===== src/rtl/alu_result_fifo.sv =====
// ---------------------------------------------------------------------------
// alu_result_fifo
//   Output stage behind the ALU. Each accepted cycle captures one ALU result
//   together with its 4-bit flag word into a first-word-fall-through FIFO.
//   The head entry is offered to the consumer over a valid/ready handshake.
//   Sticky status accumulates the flags of every accepted entry until it is
//   cleared.
//
//   Optional feature (macro ALU_FIFO_ERR_DROP_EN):
//     Entries whose ERR flag (i_flag[0]) is set are still accepted on the
//     handshake but are not stored. Each one increments a saturating drop
//     counter. Without the macro, ERR entries are stored normally and
//     o_drop_cnt is tied to zero.
//
// Ports
//   i_clk, i_rstn      clock (rising edge), asynchronous active-low reset
//   i_result, i_flag   producer data {flag, result}; i_flag = {OVF,POS,NEG,ERR}
//   i_valid / o_ready  producer handshake (o_ready = !o_full)
//   o_data, o_flag     head entry, forced to zero while empty
//   o_valid / i_ready  consumer handshake (o_valid = !o_empty)
//   o_count            occupancy 0..DEPTH
//   o_full, o_empty    occupancy status
//   o_sticky_flag      OR of flags of accepted entries since the last clear
//   i_clr_sticky       synchronous clear of o_sticky_flag
//   o_drop_cnt         number of dropped ERR entries (saturating)
// ---------------------------------------------------------------------------
module alu_result_fifo #(
    parameter int WIDTH = 4,
    parameter int DEPTH = 4,
    parameter int CNT_W = 8
) (
    input  logic                     i_clk,
    input  logic                     i_rstn,
    input  logic [WIDTH-1:0]         i_result,
    input  logic [3:0]               i_flag,
    input  logic                     i_valid,
    output logic                     o_ready,
    output logic [WIDTH-1:0]         o_data,
    output logic [3:0]               o_flag,
    output logic                     o_valid,
    input  logic                     i_ready,
    output logic [$clog2(DEPTH):0]   o_count,
    output logic                     o_full,
    output logic                     o_empty,
    output logic [3:0]               o_sticky_flag,
    input  logic                     i_clr_sticky,
    output logic [CNT_W-1:0]         o_drop_cnt
);

    localparam int AW = (DEPTH > 1) ? $clog2(DEPTH) : 1;
    localparam int CW = $clog2(DEPTH) + 1;
    localparam int EW = WIDTH + 4;

    logic [EW-1:0] mem_q [DEPTH];
    logic [AW-1:0] wr_ptr_q, wr_ptr_d;
    logic [AW-1:0] rd_ptr_q, rd_ptr_d;
    logic [CW-1:0] count_q, count_d;
    logic [3:0]    sticky_q, sticky_d;

    logic          full, empty;
    logic          push, pop, drop_en, wr_en;
    logic [EW-1:0] head;

    // All status outputs derive from the single count register.
    assign full  = (count_q == CW'(DEPTH));
    assign empty = (count_q == '0);

    // Handshakes are gated by status, so push-when-full and pop-when-empty
    // cannot happen; no bypass path from pop to o_ready.
    assign push  = i_valid & ~full;
    assign pop   = i_ready & ~empty;
    assign wr_en = push & ~drop_en;

`ifdef ALU_FIFO_ERR_DROP_EN
    logic [CNT_W-1:0] drop_q, drop_d;

    assign drop_en = push & i_flag[0];

    always_comb begin
        drop_d = drop_q;
        if (drop_en && (drop_q != {CNT_W{1'b1}})) begin
            drop_d = drop_q + CNT_W'(1);
        end
    end

    always_ff @(posedge i_clk or negedge i_rstn) begin
        if (!i_rstn) begin
            drop_q <= '0;
        end else begin
            drop_q <= drop_d;
        end
    end

    assign o_drop_cnt = drop_q;
`else
    assign drop_en    = 1'b0;
    assign o_drop_cnt = '0;
`endif

    always_comb begin
        wr_ptr_d = wr_ptr_q;
        rd_ptr_d = rd_ptr_q;
        count_d  = count_q;
        if (wr_en) begin
            wr_ptr_d = wr_ptr_q + AW'(1);
        end
        if (pop) begin
            rd_ptr_d = rd_ptr_q + AW'(1);
        end
        case ({wr_en, pop})
            2'b10:   count_d = count_q + CW'(1);
            2'b01:   count_d = count_q - CW'(1);
            default: count_d = count_q;
        endcase
        // A flag set by an entry accepted this cycle survives a same-cycle clear.
        sticky_d = (i_clr_sticky ? 4'b0000 : sticky_q) | (push ? i_flag : 4'b0000);
    end

    always_ff @(posedge i_clk or negedge i_rstn) begin
        if (!i_rstn) begin
            wr_ptr_q <= '0;
            rd_ptr_q <= '0;
            count_q  <= '0;
            sticky_q <= '0;
        end else begin
            wr_ptr_q <= wr_ptr_d;
            rd_ptr_q <= rd_ptr_d;
            count_q  <= count_d;
            sticky_q <= sticky_d;
        end
    end

    // Storage needs no reset: it is only observed through the empty gate.
    always_ff @(posedge i_clk) begin
        if (wr_en) begin
            mem_q[wr_ptr_q] <= {i_flag, i_result};
        end
    end

    assign head          = mem_q[rd_ptr_q];
    assign o_data        = empty ? '0 : head[WIDTH-1:0];
    assign o_flag        = empty ? 4'b0000 : head[EW-1:WIDTH];
    assign o_valid       = ~empty;
    assign o_ready       = ~full;
    assign o_full        = full;
    assign o_empty       = empty;
    assign o_count       = count_q;
    assign o_sticky_flag = sticky_q;

endmodule


===== config.mk =====
export PLATFORM = sky130hd
export DESIGN_NAME = alu_result_fifo
export DESIGN_NICKNAME = d
export VERILOG_FILES = /design/src/rtl/alu_result_fifo.sv
export SDC_FILE = /design/constraint.sdc
export NUM_CORES = 1
export LEC_CHECK = 0
export ABC_AREA = 1
export CAP_MARGIN = 10
export CORE_ASPECT_RATIO = 0.9
export CORE_UTILIZATION = 51
export CTS_CLUSTER_SIZE = 12
export DETAILED_ROUTE_END_ITERATION = 10
export PLACE_DENSITY = 0.79
export RECOVER_POWER = 25
export SETUP_SLACK_MARGIN = 0.05
export SLEW_MARGIN = 10
export SYNTH_ARGS = -nofsm -noshare
export SYNTH_HDL_FRONTEND = slang
export SYNTH_SLANG_ARGS = --single-unit

===== constraint.sdc =====
create_clock -name i_clk -period 2.1 [get_ports i_clk]
set_clock_uncertainty 0.15 [all_clocks]
set_input_delay 0.42 -clock i_clk [delete_from_list [all_inputs] [get_ports i_clk]]
set_output_delay 0.42 -clock i_clk [all_outputs]
set_load 0.01 [all_outputs]

==> key figures <==
Worst setup path
  • Cell family with the largest share of critical-path delay: buffers and inverters
  • Worst R2R Setup Slack: between 0.15 and 0.2 ns
  • Critical Path AT: 1.43 ns
  • CP max stage delay: between 0.4 and 0.5 ns
  • CP Class: reg -> out
  • R2r startpoint: o_count[1]
  • Reg2Reg Depth: 8
  • Crit-path slowest cell: clkdlybuf4s50_1
  • Worst EP required: 1.53 ns
  • RR Endpoint: o_count[1]
  • CP cell instances: inv_2 > nand3_4 > clkdlybuf4s50_1
  • Worst Setup End Kind: output pin
  • WP buf/inv: 2
  • CP Launch Type: flop
  • Crit Path Max Fanout: 4

CTS
  • Hold buffer count at cts: 0
  • Clock root buffer master: clkbuf_8
  • Clk Latency, worst-skew pair: about 0.29 ns
  • Sink Count: 43
  • H-Tree Depth: 2
  • CTS buffer count: 5
  • Clock slew at reported path FFs: roughly 0.080 ns
  • Max Buffers Root-to-Sink: 2
  • CTS tree: done

Global route
  • Gr usage total: 19.7%
  • Vias in the first global route: ~1,400
  • Grt total ovfl: 0
  • First-pass GRT wire length: between 6 and 7 mm
  • Initial antenna violation count: 0
  • Largest net degree at the start of global routing: 18

Pwr
  • Sw Share: between 30% and 40%
  • Sequential power share: 36.1%
  • Sw power: between 1 and 1.5 mW
  • Clock power frac: approximately 14%
  • Leak Pwr: roughly 1.3 nW
  • Internal: about 2.1 mW
  • Worst vdd ir: 1.03 mV
  • Comb power frac: between 40% and 50%
  • Pwr per Cell Area: 1320 nW/um^2

Status
  • Status: completed

Synth
  • Yosys warns: 0
  • Synth area leaders: edfxtp_1, dfrtp_1, nand2_1, inv_1, nand3_1
  • Syn_area_per_cell: slightly below 10 sq um
  • Top-count cell post-synth: nand2_1
  • Ys async rst share: approximately a quarter
  • Post-synth top area cell: edfxtp_1
  • Synth unique cells: 21
  • Ys flop type: edfxtp_1
  • Cell count after synthesis: about 210
  • Top cells by instance count after synthesis: nand2_1, inv_1, edfxtp_1, nand3_1, dfrtp_1
  • Top-area cell type share of the netlist area: approximately 47%
  • EDFF count, synth: 32
  • Register area share after synthesis: 59.9%
  • Synthesized cell area: 2060 sq um
  • #FFs+latches synth: 43

Cells and area
  • Layout cells sized above 1: a little under a fifth
  • Area growth from synthesis to layout: 25.4%
  • Fillcell total: 306
  • Diode count: 0
  • Final #Nets: 283

Timing
  • Setup TNS: 0 ns
  • Final setup fails: 0
  • Part of the cycle the worst path needs: 95.1%
  • Least-Margin Pin Slew: 0.563 ns
  • Tmin final: ~2.0 ns
  • Final WS setup: a little over 0.1 ns
  • Slew headroom: ~62%
  • Maximum clock frequency: 0.501 GHz
  • Final Hold Fails: 0
  • RSZ-0062 raised after global routing: true
  • Final slew viol count: 0

Drt
  • Vias: about 1,400
  • Drt total wl: ~3.8 mm
  • Post-route ant nets: 0
  • Post-DR vias/cell: roughly 4.6
  • DR WL/cell: roughly 12 microns
  • First-pass DRT Iterations: 4
  • DRC viols: 0
  • Iter 0 DRT Violations: 66

Floorplan
  • Die Ht: between 60 and 70 microns
  • Initial Util: 54.5%
  • Overall die width: 69.0 microns
  • Cell Rows: 21
  • Die area: roughly 4300 sq um
  • Ports: 40
  • Core area: ~3800 sq um

Flow run
  • Max Cap Viol: 0

Placement
  • Setup WS pre-CTS: -0.149 ns
  • PortBufs: 31
  • Post-DP HPWL: 2.59 mm
  • GP Congestion: about 0.76

Hold path
  • Hold Path Class: in -> async
cells in the final DEF (no fill, tap or decap):
master	instances
inv_2	2
nor2_1	4
dlygate4sd3_1	7
inv_6	1
dfrtp_2	1
nand2_2	1
fa_2	1
o21ai_0	2
nand4_1	1
clkdlybuf4s50_1	13
inv_4	1
nand2_4	1
a21oi_2	2
clkbuf_1	2
nand2_1	52
clkbuf_2	8
nand3_1	23
clkinv_2	1
edfxtp_1	32
dlygate4sd2_1	3
inv_1	46
nand3_4	2
xnor2_1	2
conb_1	8
a21oi_1	6
ha_1	5
clkbuf_8	5
nand3_2	1
buf_4	22
dfrtp_1	10
flip-flops by register name, summed over array words and instances, names as in the netlist:
signal / count
wr_ptr_q: 2
mem_q: 32
rd_ptr_q: 2
o_count: 3
o_sticky_flag: 4
stage by stage:
step | util, % | total power, mW | cells | hold slack (ns) | instance area [sq um]
after floorplan | - | 2.19 | 216 | -0.0256 | 2090
after global placement | 65.5 | 2.88 | 297 | 0.320 | 2480
after detailed placement | 65.5 | 2.93 | 297 | 0.314 | 2480
after CTS | 69.2 | 3.46 | 311 | 0.340 | 2620
after global routing | 68.4 | 3.66 | 311 | 0.368 | 2590
final | 68.4 | 3.41 | 311 | 0.334 | 2590
power by group through the flow:
stage                     Sequential (mW)  Clock [mW]  Combinational [mW]
after floorplan                      1.25           0               0.940
after global placement               1.24           0                1.64
after detailed placement             1.24           0                1.68
after CTS                            1.23       0.505                1.73
after global routing                 1.25       0.548                1.86
final                                1.23       0.494                1.68
kinds of logic after synthesis:
logic type	Yosys count	synth area share, %
adder cells (fa/ha/maj)	6	4.00
buffers and inverters	62	14.1
other	1	0.182
AND/OR/NAND/NOR	85	18.4
AO/OA/AOI/OAI	10	2.61
flip-flops	43	59.9
XOR/XNOR	2	0.849
worst max-delay path by stage:
stage                      from          to  cells after the start
floorplan            o_count[0]  o_count[2]                     10
global placement        i_ready  o_count[2]                     10
detailed placement      i_ready  o_count[2]                     10
CTS                 rd_ptr_q[0]   o_flag[3]                      5
global route        rd_ptr_q[0]   o_data[0]                      5
finish               o_count[1]     o_valid                      3
layout make-up:
type | count | area, sq um | area share, %
Clock buffer | 7 | 76.3 | 2.95
Clock inverter | 1 | 5.00 | 0.193
Inverter | 50 | 195 | 7.54
Multi-Input combinational cell | 111 | 584 | 22.6
Sequential cell | 43 | 1240 | 47.8
Tap cell | 46 | 57.6 | 2.22
Timing Repair Buffer | 53 | 432 | 16.7
routing by layer:
layer | up-vias | global-route usage (%) | wire length [microns] | part of all wire (%)
met3 | 6 | 4.87 | 151 | 3.9
met2 | 39 | 32.8 | 1860 | 49
met5 | - | 0 | 0 | 0
li1 | 742 | - | - | -
met4 | 0 | 6.89 | 41 | 1.1
met1 | 642 | 25.2 | 1770 | 46
repair_timing:
item	CTS	global route
setup endpoints to repair	12	9
buffers inserted	6	0
gates resized for setup	22	13
Note: power is estimated with default switching activity, not from simulation.
==> patch 1, RTL diff (same settings) <==
Change the parameter `WIDTH` from 4 to 6.
--- a/src/rtl/alu_result_fifo.sv
+++ b/src/rtl/alu_result_fifo.sv
@@ -27,3 +27,3 @@
 module alu_result_fifo #(
-    parameter int WIDTH = 4,
+    parameter int WIDTH = 6,
     parameter int DEPTH = 4,
Interface: changed (resized i_result and o_data); port bits go from 40 to 44. The function was not compared with the original's and may differ.
==> patch 1 against the original RTL <==
- wire length rose by 28%
- global-route usage rose by 2.7 points
- setup slack got worse by 0.025 ns
- via count rose by 21%
- die area rose by 14%
- final area rose by 15%
- combinational power rose by 17%
- total power rose by 16%
- hold slack got worse by 0.020 ns
- clock power rose by 6.3%
- sequential power rose by 17%
- sequential cell count rose by 8
- synthesized area rose by 15%
- largest cell class unchanged
- highest routed layer unchanged
==> patch 1: results (changes against the original RTL) <==
- Compound-cell area share of the yosys netlist: 2.54% (-0.071 points)
- Met3 usage: 4.39% (-0.48 points)
- Pre-CTS setup slack: -0.106 ns (+0.0426 ns)
- Met2 GRT Util: 35.6% (+2.8 points)
- Vias in the first global route: 1612 (+18%)
- Nets: 319 (+13%)
- Cell count after placement: 345 (+16%)
- CP max FO: 12 (+8)
- Total Wirelength: 4.89 mm (+28%)
- Synth unique cells: 19 (-9.5%)
- Worst R2R Setup Slack: 0.14 ns (-0.04 ns)
- Grt met1 use: 29.5% (+4.3 points)
- Slowest-stage cell, CP: dfrtp_1
- Gr usage total: 22.4% (+2.7 points)
- Max reg flops: 40 (+25%)
- Register-to-Register Path Depth: 12 (+4)
- First-pass GRT wire length: 7.84 mm (+23%)
- Gpl congestion: 0.728 (-4.8%)
- Worst VDD drop: 560 uV (-46%)
- Port Buffers: 35 (+13%)
- Slowest cell delay on critical path: 0.41 ns (-0.08 ns)
- Area share of xor/xnor cells in the synthesized design: 0.740% (-0.11 points)
- Status: finished, final reports clean
- First DRT Iteration DRCs: 118 (+79%)
- Synth top area cells: edfxtp_1, dfrtp_1, nand2_1
- EDFF count, synth: 40 (+25%)
- Placement-stage cell area: 2850 um^2 (+15%)
- Layout cells sized above 1: 18.5% (-0.034 points)
- FFs w/ async S/R, synth: 21.6% (-4.0 points)
- Worst flop-to-flop path endpoint: o_count[2]
- Leakage: 1.42 nW (+13%)
- Register area share after synthesis: 62.4% (+2.5 points)
- Slew margin rel.: 63.9% (+1.5 points)
- DR vias/cell: 4.79 (+4.2%)
## patch 1: cell types whose count changed after synthesis, moves of 2 or more
cell / delta
nand2_1: +9
buf_2: +5
inv_2: +5
inv_1: +4
nand3_1: +5
edfxtp_1: +8
a21oi_1: +3
buf_6: -2
## patch 1: what timing repair did
| item | in CTS | in global routing |
|---|---|---|
| pin swaps | 2 | 2 |
| buffers inserted | 7 | 1 |
| endpoints found under the setup margin | 13 | 12 |
| resized for setup | 27 | 21 |
| endpoints found under the hold margin | 0 | 0 |
## patch 1: cell type report
type	instances	area (um^2)	share of cell area, %
repair buffers	57	483	16.2
multi-input cells	125	636	21.4
well taps	62	77.6	2.61
clock inverters	2	8.76	0.295
inverters	58	223	7.49
flip-flops and latches	51	1480	49.7
clock buffers	5	68.8	2.31
## patch 1: worst max-delay path by stage
| stage | start | endpoint | slack [ns] | depth (start not counted) |
|---|---|---|---|---|
| after floorplan | o_count[0] | o_count[2] | 0.13 | 10 |
| after global placement | i_ready | o_count[2] | -0.02 | 10 |
| after detailed placement | i_ready | o_count[2] | -0.11 | 10 |
| after CTS | rd_ptr_q[0] | o_flag[0] | 0.009 | 5 |
| after global routing | rd_ptr_q[0] | o_flag[3] | 0.007 | 5 |
| final | rd_ptr_q[0] | o_flag[3] | 0.08 | 5 |
## patch 1: report_power, final
part           internal, mW  total [mW]  switching (mW)  leakage [nW]
Sequential             1.34        1.44          0.0976         0.500
Clock                 0.222       0.525           0.303        0.0414
Combinational         0.854        1.97            1.12         0.874
Total                  2.42        3.94            1.52          1.42
## patch 1: routing by layer
metal / wire (um) / up-vias
met1: 2030 / 805
li1: - / 841
met2: 2470 / 65
met3: 252 / 13
met4: 134 / 0
met5: 0 / -
==> patch 2, RTL diff (same settings) <==
Without the edit above. Register the output `o_flag`, with the module's reset; this adds one clock of latency there. The other outputs are not delayed to match.
--- a/src/rtl/alu_result_fifo.sv
+++ b/src/rtl/alu_result_fifo.sv
@@ -141,3 +141,9 @@
     assign o_data        = empty ? '0 : head[WIDTH-1:0];
-    assign o_flag        = empty ? 4'b0000 : head[EW-1:WIDTH];
+    always_ff @(posedge i_clk or negedge i_rstn) begin
+        if (!i_rstn) begin
+            o_flag <= '0;
+        end else begin
+            o_flag <= empty ? 4'b0000 : head[EW-1:WIDTH];
+        end
+    end
     assign o_valid       = ~empty;
Function: changed (Yosys sat finds a counterexample within 4 cycles, from zero or initial values and one cycle with i_rstn low).
==> patch 2 against the original RTL <==
- the flow now finishes with violations (DRC)
- sequential cell count grew 4
- total power increased by 8.3%
- combinational power is 10% higher
- synthesized cell count is 1.9% higher
- wire length up 2.8%
- final cell count rose by 3.2%
- final area grew 8.1%
- fmax shrank 0.64%
- synthesized area grew 4.9%
- hold slack better by 0.0013 ns
- sequential share of layout area about the same
- setup slack worse by 0.013 ns
==> patch 2: results (changes against the original RTL) <==
- Status: complete, but fails checks
- Failing checks: DRC
- Htree depth: 2 (unchanged)
- Worst VDD drop: 603 uV (-41%)
- Slowest cell delay on critical path: 0.42 ns (-0.07 ns)
- Met3 usage: 4.10% (-0.77 points)
- Pre-CTS setup slack: -0.0950 ns (+0.0537 ns)
- Synth Instances: 213 (+1.9%)
- Initial antenna violation count: 0 (unchanged)
- Diodes inserted: 0 (unchanged)
- WP data arrival: 1.44 ns
- Top-count cell post-synth: nand2_1
- Met1 wire length: 1.71 mm (-3.4%)
- EDFF count, synth: 32 (unchanged)
- Post-DP HPWL: 2.59 mm (-0.16%)
- CP top delay family: buffers and inverters
- Post-CTS setup repair buffer count: 11 (+5)
- Post-synthesis adder-cell area fraction: 3.82% (-0.19 points)
- Clock Root Buffer: clkbuf_8
- Fin cells: 321 (+3.2%)
- CP max FO: 12 (+8)
- WL met2: 1.92 mm (+3.3%)
- Nets: 291 (+2.8%)
- Highest metal used: met4
- Drt wl/cell: 12.3 um (-0.38%)
- Synth unique cells: 21 (unchanged)
- Reg area: 1340 um^2 (+8.1%)
- Port Buffers: 31 (unchanged)
- Slowest-stage cell, CP: dfrtp_2
- DR WL met3: 232 um (+54%)
- Commonest cells in the netlist: nand2_1, inv_1, edfxtp_1
- DR vias/cell: 4.76 (+3.6%)
- Placement-stage cell area: 2570 um^2 (+3.7%)
- Area share of xor/xnor cells in the synthesized design: 0.810% (-0.039 points)
- Synth top area cells: edfxtp_1, dfrtp_1, nand2_1
- Leakage: 1.34 nW (+6.4%)
- Met2 GRT Util: 30.9% (-1.8 points)
- Int Power: 2.36 mW (+12%)
- Register area share after synthesis: 61.8% (+1.9 points)
- Worst skew pair latency: 0.29 ns (about the same)
- Post-cts sizing count: 24 (+9.1%)
- Cell count after placement: 300 (+1.0%)
- DRC violations left: 5 (+5)
- Grt met1 use: 24.7% (-0.49 points)
- First DRT Iteration DRCs: 100 (+52%)
- Layout cells sized above 1: 20.5% (+2.0 points)
- Cts bufs inserted: 5 (unchanged)
- Largest net degree at the start of global routing: 16 (-2)
- Gpl congestion: 0.786 (+2.8%)
- DRT Pass-1 Iters: 7 (+3)
- Slew @ Worst Pin: 0.848 ns (+0.285 ns)
- Gr usage total: 19.2% (-0.51 points)
- Worst Hold Class: flip-flop to flip-flop
- Filler cells: 289 (-5.6%)
- First-pass GRT wire length: 6.42 mm (+0.66%)
- Compound-cell area share of the yosys netlist: 2.49% (-0.12 points)
- Vias in the first global route: 1403 (+2.8%)
- FFs w/ async S/R, synth: 31.9% (+6.3 points)
- Ys flop type: edfxtp_1
==> patch 2: cells by family (layout without fill, tap and decap cells) <==
logic type | after synthesis | count (layout)
buffers and inverters | 62 | 115
XOR/XNOR | 2 | 2
adder cells (fa/ha/maj) | 6 | 6
flip-flops | 47 | 47
AO/OA/AOI/OAI | 10 | 10
other | 1 | 8
AND/OR/NAND/NOR | 85 | 85
==> patch 2: path summary, 6_finish.rpt <==
| path | startpoint | endpoint | slack, ns | cells after the start |
|---|---|---|---|---|
| setup / recovery | rd_ptr_q[0] | o_data[2] | 0.09 | 6 |
| hold / removal | o_sticky_flag[1] | o_sticky_flag[1] | 0.34 | 2 |
| setup reg to reg | o_count[1] | o_count[2] | 0.12 | 11 |
| hold reg to reg | o_sticky_flag[1] | o_sticky_flag[1] | 0.34 | 2 |
| max in group asynchronous | i_rstn | rd_ptr_q[0] | 0.63 | 2 |
| min in group asynchronous | i_rstn | o_sticky_flag[1] | 0.59 | 2 |
==> patch 2: metrics by stage <==
step	hold slack (ns)	TNS (ns)
2_1_floorplan	-0.0256	0
3_3_place_gp	0.316	-0.0221
3_5_place_dp	0.321	-0.150
4_1_cts	0.290	0
5_1_grt	0.347	0
6_report	0.336	0
==> patch 2: power by group through the flow <==
stage	Clock (mW)	Sequential [mW]	Combinational [mW]
floorplan	0	1.40	0.899
global placement	0	1.39	1.54
detailed placement	0	1.39	1.58
CTS	0.500	1.34	1.76
global route	0.539	1.37	2.04
finish	0.491	1.35	1.85
==> patch 2: cell type report <==
| cell class | count | area share (%) |
|---|---|---|
| Timing Repair Buffer | 57 | 18.0 |
| Clock buffer | 8 | 2.86 |
| Tap cell | 48 | 2.15 |
| Inverter | 50 | 6.98 |
| Sequential cell | 47 | 47.8 |
| Multi-Input combinational cell | 111 | 22.2 |
